`src/rtl/sub_pkg.sv`:
```
// Shared constants and FSM encoding for the bit-serial subtractor.
package sub_pkg;

    localparam int WIDTH_DEFAULT = 16;
    localparam int CNT_W         = 6;

    typedef enum logic [1:0] {
        IDLE = 2'b00,
        RUN  = 2'b01,
        DONE = 2'b10
    } state_t;

endpackage

```
`src/rtl/fs_cell.sv`:
```
// One-bit full subtractor: d = a - b - bw_in, with borrow out.
module fs_cell (
    input  logic a,
    input  logic b,
    input  logic bw_in,
    output logic d,
    output logic bw_out
);

    assign d      = a ^ b ^ bw_in;
    assign bw_out = (~a & b) | (~(a ^ b) & bw_in);

endmodule

```
`src/rtl/serial_subtractor.sv`:
```
// Bit-serial (LSB first) subtractor with valid/ready handshakes on both sides.
// Optional borrow/zero flag outputs are built when SUB_FLAGS_EN is defined.
module serial_subtractor
    import sub_pkg::*;
#(
    parameter int WIDTH = WIDTH_DEFAULT
) (
    input  logic             clk,
    input  logic             rst_n,
    input  logic [WIDTH-1:0] a,
    input  logic [WIDTH-1:0] b,
    input  logic             in_valid,
    output logic             in_ready,
    output logic [WIDTH-1:0] out,
    output logic             out_valid,
    input  logic             out_ready
`ifdef SUB_FLAGS_EN
    ,
    output logic             borrow,
    output logic             zero
`endif
);

    state_t             state_q, state_d;
    logic [WIDTH-1:0]   a_q, a_d;
    logic [WIDTH-1:0]   b_q, b_d;
    logic [WIDTH-1:0]   res_q, res_d;
    logic [WIDTH-1:0]   out_q, out_d;
    logic [CNT_W-1:0]   cnt_q, cnt_d;
    logic               bw_q, bw_d;
    logic               cell_d, cell_bw;

`ifdef SUB_FLAGS_EN
    logic               borrow_q, borrow_d;
    logic               zero_q, zero_d;
`endif

    fs_cell u_fs_cell (
        .a      (a_q[0]),
        .b      (b_q[0]),
        .bw_in  (bw_q),
        .d      (cell_d),
        .bw_out (cell_bw)
    );

    // RUN spends WIDTH cycles on bits, then one finishing cycle when cnt hits WIDTH.
    always_comb begin
        state_d = state_q;
        a_d     = a_q;
        b_d     = b_q;
        res_d   = res_q;
        out_d   = out_q;
        cnt_d   = cnt_q;
        bw_d    = bw_q;
`ifdef SUB_FLAGS_EN
        borrow_d = borrow_q;
        zero_d   = zero_q;
`endif
        case (state_q)
            IDLE: begin
                if (in_valid) begin
                    a_d     = a;
                    b_d     = b;
                    cnt_d   = '0;
                    bw_d    = 1'b0;
                    state_d = RUN;
                end
            end
            RUN: begin
                if (cnt_q == CNT_W'(WIDTH)) begin
                    out_d   = res_q;
`ifdef SUB_FLAGS_EN
                    borrow_d = bw_q;
                    zero_d   = (res_q == '0);
`endif
                    state_d = DONE;
                end else begin
                    a_d   = a_q >> 1;
                    b_d   = b_q >> 1;
                    res_d = {cell_d, res_q[WIDTH-1:1]};
                    bw_d  = cell_bw;
                    cnt_d = cnt_q + CNT_W'(1);
                end
            end
            DONE: begin
                if (out_ready) begin
                    state_d = IDLE;
                end
            end
            default: begin
                state_d = IDLE;
            end
        endcase
    end

    always_ff @(posedge clk or negedge rst_n) begin
        if (!rst_n) begin
            state_q <= IDLE;
            a_q     <= '0;
            b_q     <= '0;
            res_q   <= '0;
            out_q   <= '0;
            cnt_q   <= '0;
            bw_q    <= 1'b0;
        end else begin
            state_q <= state_d;
            a_q     <= a_d;
            b_q     <= b_d;
            res_q   <= res_d;
            out_q   <= out_d;
            cnt_q   <= cnt_d;
            bw_q    <= bw_d;
        end
    end

`ifdef SUB_FLAGS_EN
    always_ff @(posedge clk or negedge rst_n) begin
        if (!rst_n) begin
            borrow_q <= 1'b0;
            zero_q   <= 1'b0;
        end else begin
            borrow_q <= borrow_d;
            zero_q   <= zero_d;
        end
    end

    assign borrow = borrow_q;
    assign zero   = zero_q;
`endif

    assign in_ready  = (state_q == IDLE);
    assign out_valid = (state_q == DONE);
    assign out       = out_q;

endmodule

```
`config.mk`:
```
export PLATFORM = sky130hd
export DESIGN_NAME = serial_subtractor
export DESIGN_NICKNAME = d
export VERILOG_FILES = /design/src/rtl/sub_pkg.sv /design/src/rtl/fs_cell.sv /design/src/rtl/serial_subtractor.sv
export SDC_FILE = /design/constraint.sdc
export NUM_CORES = 1
export LEC_CHECK = 0
export BUFFER_PORTS_ARGS = -buffer_cell sky130_fd_sc_hd__buf_4
export CORE_MARGIN = 2
export CORE_UTILIZATION = 40
export DETAILED_ROUTE_END_ITERATION = 16
export PLACE_DENSITY = 0.59
export SETUP_SLACK_MARGIN = 0.15
export SLEW_MARGIN = 25
export SYNTH_ARGS = -nofsm -noshare
export SYNTH_HDL_FRONTEND = slang
export SYNTH_SLANG_ARGS = --single-unit
```
`constraint.sdc`:
```
create_clock -name clk -period 1.9 [get_ports clk]
set_input_delay 0.095 -clock clk [delete_from_list [all_inputs] [get_ports clk]]
set_output_delay 0.095 -clock clk [all_outputs]
set_load 0.1 [all_outputs]
```
Yosys cells after proc, flatten, opt, wreduce, memory -nomap -nowiden. Index checks and enable logic that the tools add are counted.

Flip-flop bits (word level): 73. Bits in latches: 0. Bits in writable memories: 0. ROM bits: 0. Bits of input ports: 36. Output and inout bits: 18. Word-level logic and storage cells: 45. Memories: 0.

Add/subtract/negate cells: 1. $mul: 0. Div/mod/pow operators: 0. $lt $le $gt $ge: 0. Equality and inequality tests: 7. Shift-type cells: 0. Mux-type cells: 16. Bitwise gates (word level): 8. Reductions and logical operators: 6.

Operators by type and width (count): 16-bit 2-to-1 mux (4); 16-bit one-hot mux with 2 select lines (2); 6-bit 2-to-1 mux (2); 6-bit one-hot mux with 2 select lines (1); 6-bit by 1-bit adder with 6-bit output, second input constant (1); 6-bit by 5-bit == test with 1-bit output, second input constant (1); 2-bit 2-to-1 mux (3); 2-bit inequality test, second input constant (3); 2-bit one-hot mux with 3 select lines (1); 3-bit AND reduction (2); 2-bit AND reduction (2); 1-bit inverter (3); 1-bit bitwise AND (2); 2-bit by 1-bit == test with 1-bit output, second input constant (1); 2-bit == test, second input constant (1); 2-bit logical NOT (1); 1-bit 2-to-1 mux (2); 2-bit by 1-bit inequality test with 1-bit output, second input constant (1); 1-bit one-hot mux with 2 select lines (1); 2-bit nonzero test (1); 1-bit XOR (2); 1-bit bitwise OR (1).

Logic depth before layout (Yosys ltp).
Word-level depth: 6. Gate-level depth with buffers: 7. Gate-level depth less buffers: 5.

Hierarchy. A second synthesis with hierarchy kept.

Cell total of the unflattened synthesis: 236. Area, all modules: 3569.7 um^2.

Modules (own cells, without submodules): serial_subtractor (instances 1, cells each 232, area an instance 3538.4 um^2, seq. area each 1826.8 um^2); fs_cell (instances 1, cells each 4, area an instance 31.3 um^2, seq. area each 0.0 um^2).

Worst setup path after synthesis. Ideal clock, no wire load.

Path kind: reg-to-output. Start point: register state_q[0]. End point: output port in_ready. Data arrival time: 1.695 ns. Data required time: 1.805 ns. Path slack: 0.110 ns. Stages on the path, launching flop included: 2. Path buffers: 0. Cells stage by stage: dfrtp_1 -> nor2_1.

Longest elaborated chain between the ends: 1.

Ends and longest elaborated chain: from (decl) (line serial_subtractor.sv:24) `state_t state_q, state_d;`; from (signal assigned) (line serial_subtractor.sv:106) `state_q <= state_d;`; 2-bit logical NOT (line serial_subtractor.sv:131) `assign in_ready = (state_q == IDLE);`; to (decl) (line serial_subtractor.sv:13) `output logic in_ready,`.

No other way between the ends.

Worst setup path after layout.
Start point: register cnt_q[0]. End point: register b_q[1].

Longest elaborated chain between the ends: 3.

Ends and longest elaborated chain: from (decl) (line serial_subtractor.sv:29) `logic [CNT_W-1:0] cnt_q, cnt_d;`; from (signal assigned) (line serial_subtractor.sv:111) `cnt_q <= cnt_d;`; 6-bit by 5-bit == test with 1-bit output (line serial_subtractor.sv:70) `if (cnt_q == CNT_W'(WIDTH)) begin`; 2-bit inequality test (no source line); 3-bit AND reduction (no source line); to (signal assigned) (line serial_subtractor.sv:100) `b_q <= '0;`; to (signal assigned) (line serial_subtractor.sv:108) `b_q <= b_d;`; to (decl) (line serial_subtractor.sv:26) `logic [WIDTH-1:0] b_q, b_d;`.

No other way between the ends. A chain may end at the register's enable or synchronous reset.

==> results.cfg <==
[status]
status = finished clean

[floorplan]
core-area_um2 = 8217
num_rows = 33
dieArea_um2 = 9216
initial_core_util_pct = 41.21
die_height_um = 96
die_w_um = 96
ios = 54

[power]
p_per_area_nw_per_um2 = 2099
leakage_uw = 0.002077
peakVddDrop_uv = 739.3

[global_route]
grt_pass1_vias = 2065
track_usage_pct = 13.72
grt_pass1_wl_mm = 9.556
grt_max_degree = 52
overflow = 0
antenna_found_initial = 0

[place]
gp_congestion = 0.7402
placed_area_um2 = 3995
pre_cts_ws_ns = 0.09169
portBuffers = 53
dpl.hpwl_mm = 3.943

[worst_setup_path]
startpoint = cnt_q[0]
cp.arrival_ns = 1.95
worst_ep_required_time_ns = 2.13
critical_path_class = flop to flop
cp-endpoint = b_q[1]
reg2reg_depth = 7
worstSetupStartpointType = flop
rr_endpoint = b_q[1]
r2r_slack_ns = 0.18
reg2reg_from = cnt_q[0]
cp_max_fo = 9
end_kind = flop

[timing]
slew_violations = 0
hold_viol_final = 0
fmax_mhz = 582.8
fin_ws_ns = 0.1841
final.setup_skew_ns = 0.009935
rsz0062_at_grt = false
fin_tns_setup_ns = 0
hold_ws_ns = 0.02706
maxSlewHeadroom_pct = 57.95
fin_crit_ns = 1.716
min_period_over_period_pct = 90.31
tightestPinTransition_ns = 0.6307
setup_viol_count_final = 0

[cts]
cts_root_buffer = clkbuf_8
clk_latency_ns = 0.35
path_clk_slew_ns = 0.08
htreeDepth = 3
cts_buffer_depth = 2
cts_buffers = 9
cts.sinks = 73
cts_tree = yes

[finish]
final_layout_size_suffix_gt1_share_pct = 59.62
regArea_um2 = 1828
fin_util_pct = 53.16
fill_cells = 718
layout.nets = 346
finalInstanceArea_um2 = 4368
multiInputGateArea_um2 = 1459
final_cell_mix = 76 x mux2_2, 72 x dfrtp_1, 66 x buf_4
synthToLayoutAreaGrowth_pct = 29.01
antennaDiodeCount = 0
final_common_cell = mux2_2

[yosys]
async_flop_share_pct = 100.0
synthesis.nets = 270
synth.distinct_cells = 34
yosysTopAreaCell = dfrtp_1
syn_area_um2 = 3386
synth_cells = 231
synth_seq_cells = 73
yosys-top-cells-area = dfrtp_1 54%, mux2_2 25%, mux2_4 5.3%
synth_edf_count = 0
synthFlopType = dfrtp_1
seq_area_frac_synth_pct = 53.95
ys_warn_count = 0
syn_area_per_cell_um2 = 14.66
synth_top_area_share_pct = 53.95

[routing]
wirelength_mm = 6.035
ant_nets = 0
wl_per_cell_um = 14.47
via_count = 2046
drc = 0
drt_iter0_markers = 60
viasPerCell = 4.906
drt_pre_antenna_iters = 4

[min_path]
hp-class = input port to flop

[flow_run]
maxCapViolations = 0
-- sequential cells by signal (all words and copies together), names as in the netlist --
register / cells
out: 16
state_q: 2
bw_q: 1
b_q: 16
a_q: 16
cnt_q: 6
res_q: 16
-- routing by layer --
metal	routed length [um]	share of wire (%)	global-route usage [%]	vias to the layer above
li1	-	-	-	976
met1	2700	45	16.39	1011
met2	2859	47	22.05	51
met3	382	6.3	5.638	8
met4	92	1.5	5.357	0
met5	0	0	0	-
-- Yosys cell counts, types with 2 or more instances --
master / number
mux2_2: 76
dfrtp_1: 73
mux2_4: 12
nand2_1: 11
inv_1: 9
mux2i_1: 6
buf_4: 4
buf_6: 4
buf_2: 3
nand3_1: 3
o211ai_1: 3
ha_1: 2
nor2_1: 2
nor3b_1: 2
o311ai_0: 2
-- layout make-up --
| class | instances | share of cell area [%] |
|---|---|---|
| multi-input cells | 137 | 33.40 |
| well taps | 105 | 3.008 |
| clock inverters | 6 | 2.091 |
| inverters | 9 | 0.7734 |
| flip-flops and latches | 73 | 41.85 |
| clock buffers | 10 | 2.922 |
| repair buffers | 77 | 15.96 |
-- how the worst min path moves through the flow --
stage,start,endpoint,depth (start not counted)
finish,out_ready,state_q[1],3
global placement,rst_n,out[0],1
CTS,out_ready,state_q[1],3
detailed placement,rst_n,res_q[0],1
global route,out_ready,state_q[1],3
floorplan,rst_n,a_q[0],0
-- timing repair --
item                                    4_1_cts  5_1_grt
hold endpoints to repair                     50        0
endpoints found under the setup margin       31       36
hold buffers                                  2        0
cloned                                        0        3
gates resized for setup                       1        3
buffers inserted                              0        4
pin swaps                                     0        2
-- cell families (layout without fill, tap and decap cells) --
kind of cell               after synthesis  after routing  synth area share, %
AOI/OAI and AO/OA                       14             14                3.659
DFF                                     73             73                53.95
muxes                                   95             95                32.71
and+or+nand+nor                         25             25                4.250
buffers and inverters                   21            102                4.102
adders and majority gates                3              3                1.330
-- critical path, cell delays in order (launching register included) --
cell and delay [ns]:
dfrtp_1 0.35, inv_1 0.09, ha_4 0.18, and4b_1 0.20, a21oi_4 0.15, buf_12 0.14
clkbuf_16 0.16, mux2_2 0.32
-- power breakdown --
group / switching [uW] / total (uW) / internal (uW)
logic: 2590 / 5070 / 2480
registers: 435 / 2760 / 2330
clock network: 592 / 1340 / 746
total: 3610 / 9170 / 5560
-- stage by stage --
| step | cells | power, uW |
|---|---|---|
| after global placement | 392 | 7492 |
| final | 417 | 9169 |
| after detailed placement | 392 | 7574 |
| after CTS | 410 | 8970 |
| after floorplan | 231 | 6534 |
| after global routing | 417 | 9726 |
Note: power is estimated with default switching activity, not from simulation.
